==> src/rtl/divergent_scheduler.sv <==
// Per-core FETCH..UPDATE sequencer with active-mask divergence and a (PC, mask) reconvergence stack; one state per cycle.
// Stalls in FETCH until fetched and in WAIT while an active LSU is busy; optional SCHED_PERF_EN adds counters.
module divergent_scheduler #(
    parameter int THREADS_PER_BLOCK = 4,
    parameter int PC_BITS           = 8,
    parameter int STACK_DEPTH       = 4
) (
    input  logic                                        clk,
    input  logic                                        reset,
    input  logic                                        start,
    input  logic [$clog2(THREADS_PER_BLOCK):0]          thread_count,
    input  logic [2:0]                                  fetcher_state,
    input  logic                                        decoded_ret,
    input  logic [THREADS_PER_BLOCK-1:0][1:0]           lsu_state,
    input  logic [THREADS_PER_BLOCK-1:0][PC_BITS-1:0]   next_pc,
    output logic [PC_BITS-1:0]                          current_pc,
    output logic [THREADS_PER_BLOCK-1:0]                active_mask,
    output logic [2:0]                                  core_state,
`ifdef SCHED_PERF_EN
    output logic [15:0]                                 diverge_count,
    output logic [15:0]                                 wait_cycles,
`endif
    output logic                                        done,
    output logic                                        error
);
    localparam int T   = THREADS_PER_BLOCK;
    localparam int TCW = $clog2(THREADS_PER_BLOCK) + 1;
    localparam int SPW = $clog2(STACK_DEPTH + 1);
    localparam int IW  = (STACK_DEPTH > 1) ? $clog2(STACK_DEPTH) : 1;

    typedef enum logic [2:0] {
        IDLE    = 3'd0,
        FETCH   = 3'd1,
        DECODE  = 3'd2,
        REQUEST = 3'd3,
        WAIT    = 3'd4,
        EXECUTE = 3'd5,
        UPDATE  = 3'd6,
        DONE    = 3'd7
    } state_t;

    state_t               state, state_nxt;
    logic [PC_BITS-1:0]   pc_nxt;
    logic [T-1:0]         mask_nxt;
    logic                 done_nxt, error_nxt;
    logic [SPW-1:0]       sp, sp_nxt;
    logic [IW-1:0]        tos_idx, push_idx;
    logic                 push;

    logic [PC_BITS-1:0]   stack_pc   [STACK_DEPTH];
    logic [T-1:0]         stack_mask [STACK_DEPTH];

    logic [T-1:0]         launch_mask, busy, mask_lo, mask_hi;
    logic                 have_v1, have_v2, many;
    logic [PC_BITS-1:0]   v1, v2, pc_lo, pc_hi;

    assign core_state = state;
    assign tos_idx    = IW'(sp - SPW'(1));
    assign push_idx   = IW'(sp);

    // Classify next_pc over active lanes: first value, a second distinct value, or more.
    always_comb begin
        launch_mask = '0;
        busy        = '0;
        have_v1     = 1'b0;
        have_v2     = 1'b0;
        many        = 1'b0;
        v1          = '0;
        v2          = '0;
        for (int i = 0; i < T; i++) begin
            launch_mask[i] = (thread_count > TCW'(i));
            busy[i]        = active_mask[i] && (lsu_state[i] == 2'b01 || lsu_state[i] == 2'b10);
            if (active_mask[i]) begin
                if (!have_v1) begin
                    v1      = next_pc[i];
                    have_v1 = 1'b1;
                end else if (next_pc[i] != v1) begin
                    if (!have_v2) begin
                        v2      = next_pc[i];
                        have_v2 = 1'b1;
                    end else if (next_pc[i] != v2) begin
                        many = 1'b1;
                    end
                end
            end
        end
        pc_lo   = (have_v2 && v2 < v1) ? v2 : v1;
        pc_hi   = (have_v2 && v2 < v1) ? v1 : v2;
        mask_lo = '0;
        mask_hi = '0;
        for (int i = 0; i < T; i++) begin
            mask_lo[i] = active_mask[i] && (next_pc[i] == pc_lo);
            mask_hi[i] = active_mask[i] && (next_pc[i] == pc_hi);
        end
    end

    always_comb begin
        state_nxt = state;
        pc_nxt    = current_pc;
        mask_nxt  = active_mask;
        done_nxt  = done;
        error_nxt = error;
        sp_nxt    = sp;
        push      = 1'b0;
        case (state)
            IDLE: begin
                if (start) begin
                    mask_nxt = launch_mask;
                    if (thread_count == '0) begin
                        done_nxt  = 1'b1;
                        state_nxt = DONE;
                    end else begin
                        state_nxt = FETCH;
                    end
                end
            end
            FETCH:   if (fetcher_state == 3'b010) state_nxt = DECODE;
            DECODE:  state_nxt = REQUEST;
            REQUEST: state_nxt = WAIT;
            WAIT:    if (!(|busy)) state_nxt = EXECUTE;
            EXECUTE: state_nxt = UPDATE;
            UPDATE: begin
                state_nxt = FETCH;
                if (decoded_ret) begin
                    if (sp != '0) begin
                        sp_nxt   = sp - SPW'(1);
                        pc_nxt   = stack_pc[tos_idx];
                        mask_nxt = stack_mask[tos_idx];
                    end else begin
                        done_nxt  = 1'b1;
                        state_nxt = DONE;
                    end
                end else if (many) begin
                    error_nxt = 1'b1;
                    done_nxt  = 1'b1;
                    state_nxt = DONE;
                end else if (have_v2) begin
                    if (sp == SPW'(STACK_DEPTH)) begin
                        error_nxt = 1'b1;
                        done_nxt  = 1'b1;
                        state_nxt = DONE;
                    end else begin
                        push     = 1'b1;
                        sp_nxt   = sp + SPW'(1);
                        pc_nxt   = pc_lo;
                        mask_nxt = mask_lo;
                    end
                end else begin
                    pc_nxt = v1;
                    // Uniform step landing on the deferred group's PC merges it back in.
                    if (sp != '0 && stack_pc[tos_idx] == v1) begin
                        sp_nxt   = sp - SPW'(1);
                        mask_nxt = active_mask | stack_mask[tos_idx];
                    end
                end
            end
            DONE: state_nxt = DONE;
        endcase
    end

    always_ff @(posedge clk) begin
        if (reset) begin
            state       <= IDLE;
            current_pc  <= '0;
            active_mask <= '0;
            done        <= 1'b0;
            error       <= 1'b0;
            sp          <= '0;
        end else begin
            state       <= state_nxt;
            current_pc  <= pc_nxt;
            active_mask <= mask_nxt;
            done        <= done_nxt;
            error       <= error_nxt;
            sp          <= sp_nxt;
        end
    end

    always_ff @(posedge clk) begin
        if (!reset && push) begin
            stack_pc[push_idx]   <= pc_hi;
            stack_mask[push_idx] <= mask_hi;
        end
    end

`ifdef SCHED_PERF_EN
    always_ff @(posedge clk) begin
        if (reset) begin
            diverge_count <= '0;
            wait_cycles   <= '0;
        end else begin
            if (push && diverge_count != 16'hFFFF) diverge_count <= diverge_count + 16'd1;
            if (state == WAIT && wait_cycles != 16'hFFFF) wait_cycles <= wait_cycles + 16'd1;
        end
    end
`endif

endmodule

==> config.mk <==
export PLATFORM = sky130hd
export DESIGN_NAME = divergent_scheduler
export DESIGN_NICKNAME = d
export VERILOG_FILES = /design/src/rtl/divergent_scheduler.sv
export SDC_FILE = /design/constraint.sdc
export NUM_CORES = 1
export LEC_CHECK = 0
export CORE_UTILIZATION = 50
export DETAILED_ROUTE_END_ITERATION = 7
export GPL_TIMING_DRIVEN = 0
export MAX_ROUTING_LAYER = met4
export PLACE_DENSITY = 0.8
export REMOVE_ABC_BUFFERS = 1
export SLEW_MARGIN = 15
export SYNTH_ARGS = -nofsm -noshare
export SYNTH_HDL_FRONTEND = slang
export SYNTH_SLANG_ARGS = --single-unit
export TNS_END_PERCENT = 50
==> constraint.sdc <==
create_clock -name clk -period 7.4 [get_ports clk]
set_input_delay 1.48 -clock clk [delete_from_list [all_inputs] [get_ports clk]]
set_output_delay 1.48 -clock clk [all_outputs]
set_load 0.05 [all_outputs]
Word level (Yosys, flattened, before mapping). Memories as Yosys holds them, arrays and structs flattened. Cells that the tools add are included.

Bits in writable memories: 48. ROM bits: 0. Logic and storage cells: 182. Register bits after elaboration: 20. Bits in latches: 0. Memories: 2. Input bits: 50.

Equal/unequal tests: 45. Add/subtract/negate cells: 2. Div/mod/pow operators: 0. Mux-type cells: 86. Shifts and indexed selects: 0. Reduce and logical (&&, ||, !) cells: 34. Multiply operators: 0. Bitwise operators: 2. Magnitude comparators: 5.

Memories: stack_pc (depth 4, bits a word 8, rd ports 1, clocked after Yosys merged registers in 0, wr ports 1, RTL line 50) `logic [PC_BITS-1:0] stack_pc [STACK_DEPTH];`; stack_mask (depth 4, bits a word 4, rd ports 1, clocked after Yosys merged registers in 0, wr ports 1, RTL line 51) `logic [T-1:0] stack_mask [STACK_DEPTH];`.

Operators with widths (number): two-way mux 8 bit (25); == test 8 bit (9); two-way mux 3 bit (15); inequality test 8 bit (5); two-way mux 1 bit (36); two-way mux 4 bit (7); case mux 3 bit (8 select lines) (1); inequality test 4 bit (second input constant) (4); == test 3 bit (second input constant) (5); logical AND 1 bit (15); inequality test 3 bit (second input constant) (4); AND reduction 6 bit (2); inequality test 2 bit (second input constant) (5); == test 3 x 2 -> 1 bit (second input constant) (3); == test 2 x 1 -> 1 bit (second input constant) (4); == test 2 bit (second input constant) (4); less-than comparator 8 bit (1); case mux 4 bit (2 select lines) (1); AND reduction 4 bit (2); greater-than comparator 3 x 1 -> 1 bit (second input constant) (2); greater-than comparator 3 x 2 -> 1 bit (second input constant) (2); logical NOT 3 bit (2); nonzero test 2 bit (3); nonzero test 3 bit (2); other kinds (12) (15).

Logic depth before layout (Yosys ltp).
Word-level depth: 23. Mapped depth: 27. Mapped depth without buffers: 21.

Worst setup path after synthesis. Ideal clock, no wire load.

Kind: input-to-reg. From: in next_pc[21] in the netlist's numbering. To: mem stack_mask[0][3] in the netlist's numbering, data pin. Slack: 1289 ps. Required time: 7161 ps. Data arrival time: 5871 ps. Cell stages on the path: 23. Library setup time: 239 ps. Cell sequence: clkbuf_1 nand3b_1 and3_1 a2111o_1 a2111oi_4 a21oi_2 and2_1 buf_4 a21oi_1 inv_1 ha_1 a21oi_1 nor2b_1 o21ai_0 o21ai_0 nor2_1 o211a_1 buf_6 buf_8 mux2i_2 xnor2_1 nand3_1 nor4_1.

Longest elaborated chain between the ends: 13. Elaborated cells on any way between the ends: 25. Classes of those cells: order compare (1); eq/ne (3); mux (19); reduce/logical (2).

Ends and longest elaborated chain: start, declared (RTL line 15) `input logic [THREADS_PER_BLOCK-1:0][PC_BITS-1:0] next_pc,`; inequality test 8 bit or two-way mux 8 bit (tied branches) (RTL line 77, 78); two-way mux 8 bit or two-way mux 1 bit (tied branches) (RTL line 77) `end else if (next_pc[i] != v1) begin`; two-way mux 8 bit or two-way mux 1 bit (tied branches) (RTL line 74) `if (!have_v1) begin`; two-way mux 8 bit or two-way mux 1 bit (tied branches) (RTL line 73) `if (active_mask[i]) begin`; two-way mux 8 bit (RTL line 78) `if (!have_v2) begin`; two-way mux 8 bit (RTL line 77); two-way mux 8 bit (RTL line 74); two-way mux 8 bit (RTL line 73); less-than comparator 8 bit (RTL line 88) `pc_hi = (have_v2 && v2 < v1) ? v1 : v2;`; logical AND 1 bit (RTL line 88); two-way mux 8 bit (*) (RTL line 88); via pc_hi[3] (RTL line 55) `logic [PC_BITS-1:0] v1, v2, pc_lo, pc_hi;`; == test 8 bit (*) (RTL line 93) `mask_hi[i] = active_mask[i] && (next_pc[i] == pc_hi);`; logical AND 1 bit (*) (RTL line 93); via mask_hi[3] (RTL line 53) `logic [T-1:0] launch_mask, busy, mask_lo, mask_hi;`; end, declared (RTL line 51).

The timed path passes the listed nets; every way through them passes the cells marked *.

Worst setup path after layout.
From: in next_pc[11] in the netlist's numbering. To: mem stack_mask[0][2] in the netlist's numbering, data pin.

Longest elaborated chain between the ends: 17. Elaborated cells on any way between the ends: 34. Classes of those cells: order compare (1); eq/ne (4); mux (27); reduce/logical (2).

Ends and longest elaborated chain (RTL line): inequality test 8 bit (77); two-way mux 8 bit or two-way mux 1 bit (tied branches) (77); two-way mux 8 bit or two-way mux 1 bit (tied branches) (74); two-way mux 8 bit or two-way mux 1 bit (tied branches) (73); two-way mux 8 bit (78); two-way mux 8 bit (77); two-way mux 8 bit (74); two-way mux 8 bit (73); [... 3 more ...]; two-way mux 8 bit (73); less-than comparator 8 bit (88); logical AND 1 bit (88); two-way mux 8 bit (*) (88); via pc_hi[5] (55); == test 8 bit (*) (93); logical AND 1 bit (*) (93); via mask_hi[2] (53).

Marked as above.

==> results.md <==
* Final Critical Period at roughly 7.2 ns
* Yosys top cell by area: edfxtp_1
* Ports at 67
* Prevailing post-synth register cell: edfxtp_1
* Largest family of logic cells by synthesized area: compound AO/OA/AOI/OAI gates
* Grt total ovfl at 0
* Routability cong. at ~1
* Row cnt at 40
* Clk_skew at about 0.0073 ns
* Clock transition at path regs at approximately 0.06 ns
* Post-route cell area at between 7000 and 8000 µm²
* Final Max Slew Viols at 0
* Crit path capture: stack_mask[0][2]$_DFFE_PP_
* Vias at approximately 5500
* Pre-CTS worst setup slack at -1.476 ns
* Fmax at 0.1389 GHz
* Placed Area at between 6000 and 7000 µm²
* Initial core utilization at about half
* CP bufs+invs at 3
* CTS buffer count at 9
* Most common cell in the netlist: xnor2_1
* Number of failing hold endpoints at the final stage at 0
* Critical path's top delay family: compound AO/OA/AOI/OAI gates
* Gr usage total at approximately 32%
* Compound-Gate Fraction of Synth Area at about a fifth
* Vias in the first global route at 5142
* Htree depth at 3
* Reg2reg start: active_mask[2]$_SDFFE_PP0P_
* PnR worst setup slack at 0.1986 ns
* CP arrival at 7.28 ns
* DIE AREA at between 10000 and 15000 µm²
* Number of max-cap violations at 0
* Crit share post-route at a little over nine tenths
* Max Buffers Root-to-Sink at 2
* Initial DRC count at between 500 and 600
* Worst EP required at 7.48 ns
* Post-synthesis adder-cell area fraction at between 2 and 2.5%
* Post-synthesis mux area share at 9.120%
* Synth Warn # at 0
* FF-to-FF End: stack_mask[0][2]$_DFFE_PP_
* TritonRoute pass-1 iters at 6
* HPWL after detailed placement at 14.45 mm
* Beginning of the critical path: next_pc[11]
* Drt wl/cell at around 23 µm
* Async SR Flop Fraction at 0%
* Post-synthesis area per instance at about 9.4 µm²
* Max_slew headroom at about 34%
* Buffers on Ports at 66
* Crit. path cell count at 20
* CTS tree: done
* Sequential share of the synthesized area at roughly 30%
* Crit path capture type: flop
* Power Dens Cells at approximately 210 nW/µm²
* Number of cells produced by synthesis at 656
* Crit-path most repeated cell: o21ai_0
* Leak at 2.472 nW
* Synthesized area at 6160 µm²
* Slowest CP cell: clkdlybuf4s50_1
* Crit path max fanout at 11
* Share of layout cells above drive strength 1 at 12.32%
* Simple-gate share of the synthesized area at roughly 17%
* Worst VDD drop at roughly 0.12 mV
* Routed vias/inst at around 6.5
* EDFF count, synth at 48
* Worst Setup Start Kind: input pin
* Final net count at approximately 750
* Yosys top cell area share at a little under a quarter
* Setup violators final at 0
* Library cells used by synthesis at between 80 and 90
* Worst slew pin tran at approximately 1 ns
* Clock latency on the worst-skew pair at around 0.34 ns
* R2R depth at 19
* Worst path cell trace: clkdlybuf4s50_1, a21oi_1, a211oi_1, a211oi_2, nor4b_2, a21oi_2, and2_2, mux2i_2, ha_1, nor2b_1, o21ai_0, o21ai_0, nor2_1, o211a_4, buf_4, buf_12, mux2i_4, xnor2_1, nand4_1, nor3_1
* Xor/xnor share of the synthesized area at a little over an eighth
* Die height at about 110 µm
* Initial antenna violation count at 1
* Largest net degree at the start of global routing at 60
* Residual DRC at 0
* Top post-synthesis cells by count: 59 x xnor2_1, 48 x edfxtp_1, 44 x a21oi_1
* Synthesis-to-finish area growth at 16.35%
* WL final at just under 20 mm
* Reg2reg setup slack at 1.20 ns
* RSZ-0062 raised after global routing: false
* Core box area at roughly 12000 µm²
* Clock sink total at between 60 and 70
* Synth top area cells: edfxtp_1 23%, xnor2_1 8.4%, dfxtp_1 6.5%
* #FFs+latches synth at just under 70
* ANT nets after route at 0
* Die X at around 110 µm
* Setup CP Type: in -> reg
* Outcome: complete, no violations
* Worst Hold Class: reg -> reg
* Slowest stage delay, CP at between 0.8 and 0.9 ns
* Global-route wire length before repair at around 30 mm
* Root buffer cell: clkbuf_16
==> kinds of logic after synthesis <==
family	count (synthesis)
AND/OR/NAND/NOR	176
AO/OA/AOI/OAI	172
buffers and inverters	99
XOR/XNOR	96
flip-flops	68
multiplexers	33
adder cells (fa/ha/maj)	12
==> metrics by stage <==
stage	total power [mW]	hold WS (ns)	setup TNS [ns]	instances	utilization, %
final	1.525	0.4676	0	838	59.67
after global routing	1.584	0.4910	0	838	59.67
after CTS	1.499	0.4687	0	831	58.98
after detailed placement	1.043	0.4603	-30.91	814	55.93
after global placement	1.032	0.4405	-42.72	813	55.74
after floorplan	0.8549	0.5136	0	600	-
==> cell usage in the layout (no fill, tap or decap), types with 6 or more instances in the layout <==
cell / n
a211oi_1: 16
a21oi_1: 42
a31oi_1: 6
and2_1: 8
and3_1: 12
and4b_1: 8
clkbuf_16: 9
clkdlybuf4s50_1: 63
dfxtp_1: 18
edfxtp_1: 48
ha_1: 12
inv_1: 40
mux2i_1: 7
mux2i_2: 6
mux2i_4: 7
mux4_2: 12
nand2_1: 26
nand3_1: 10
nand3b_1: 15
nand4_1: 12
nor2_1: 36
nor2b_1: 7
nor3_1: 11
nor4_1: 9
o211ai_1: 10
o21ai_0: 20
o22ai_1: 9
xnor2_1: 59
xor2_1: 37
==> layout make-up <==
class                           instances  area [µm²]
Inverter                               43       161.4
Fill cell                            1017        4845
Clock inverter                          7       81.33
Antenna cell                            1       2.502
Clock buffer                            9       225.2
Timing Repair Buffer                   73       750.7
Sequential cell                        68        1844
Multi-Input combinational cell        490        3918
Tap cell                              147       183.9
==> worst reg2reg max path, delay by kind of cell (launching register included) <==
kind,cells,cell delay (ns)
compound gates,9,2.30
buf+inv,2,0.31
fa+ha+maj,1,0.32
simple gates,5,1.48
flops,1,0.92
xor+xnor,1,0.17
mux,1,0.42
==> worst min-delay path by stage <==
stage	from	endpoint	slack [ns]	cells after the start
floorplan	sp[1]$_SDFFE_PP0P_	sp[1]$_SDFFE_PP0P_	0.51	2
global placement	error$_SDFFE_PP0P_	error$_SDFFE_PP0P_	0.44	2
detailed placement	error$_SDFFE_PP0P_	error$_SDFFE_PP0P_	0.46	2
CTS	error$_SDFFE_PP0P_	error$_SDFFE_PP0P_	0.47	2
global route	error$_SDFFE_PP0P_	error$_SDFFE_PP0P_	0.49	2
finish	error$_SDFFE_PP0P_	error$_SDFFE_PP0P_	0.47	2
==> routing by layer <==
layer	vias to the layer above	track usage, %	part of all wire (%)
met4	0	10.53	2.6
li1	2484	-	-
met1	2684	40.74	42
met5	-	-	0
met3	49	7.713	8.4
met2	238	51.15	47
==> sequential cells by signal (all words and copies together), names as in the netlist <==
name	cells
current_pc	8
done	1
stack_mask	16
core_state	3
error	1
active_mask	4
stack_pc	32
sp	3
==> what timing repair did <==
action                                  CTS  global route
gates resized for setup                  11             4
pin swaps                                 1             1
endpoints found under the setup margin   26            19
cloned                                    1             0
hold buffers                              0             0
buffers inserted                          0             6
endpoints found under the hold margin     0             0
==> where the power goes <==
part,leakage (nW),switching (mW),total (mW),internal (mW)
Combinational,1.70,0.388,0.643,0.255
Clock,0.147,0.170,0.435,0.265
Sequential,0.628,0.0248,0.447,0.422
Total,2.47,0.583,1.52,0.942
(Power assumes the default switching activity.)
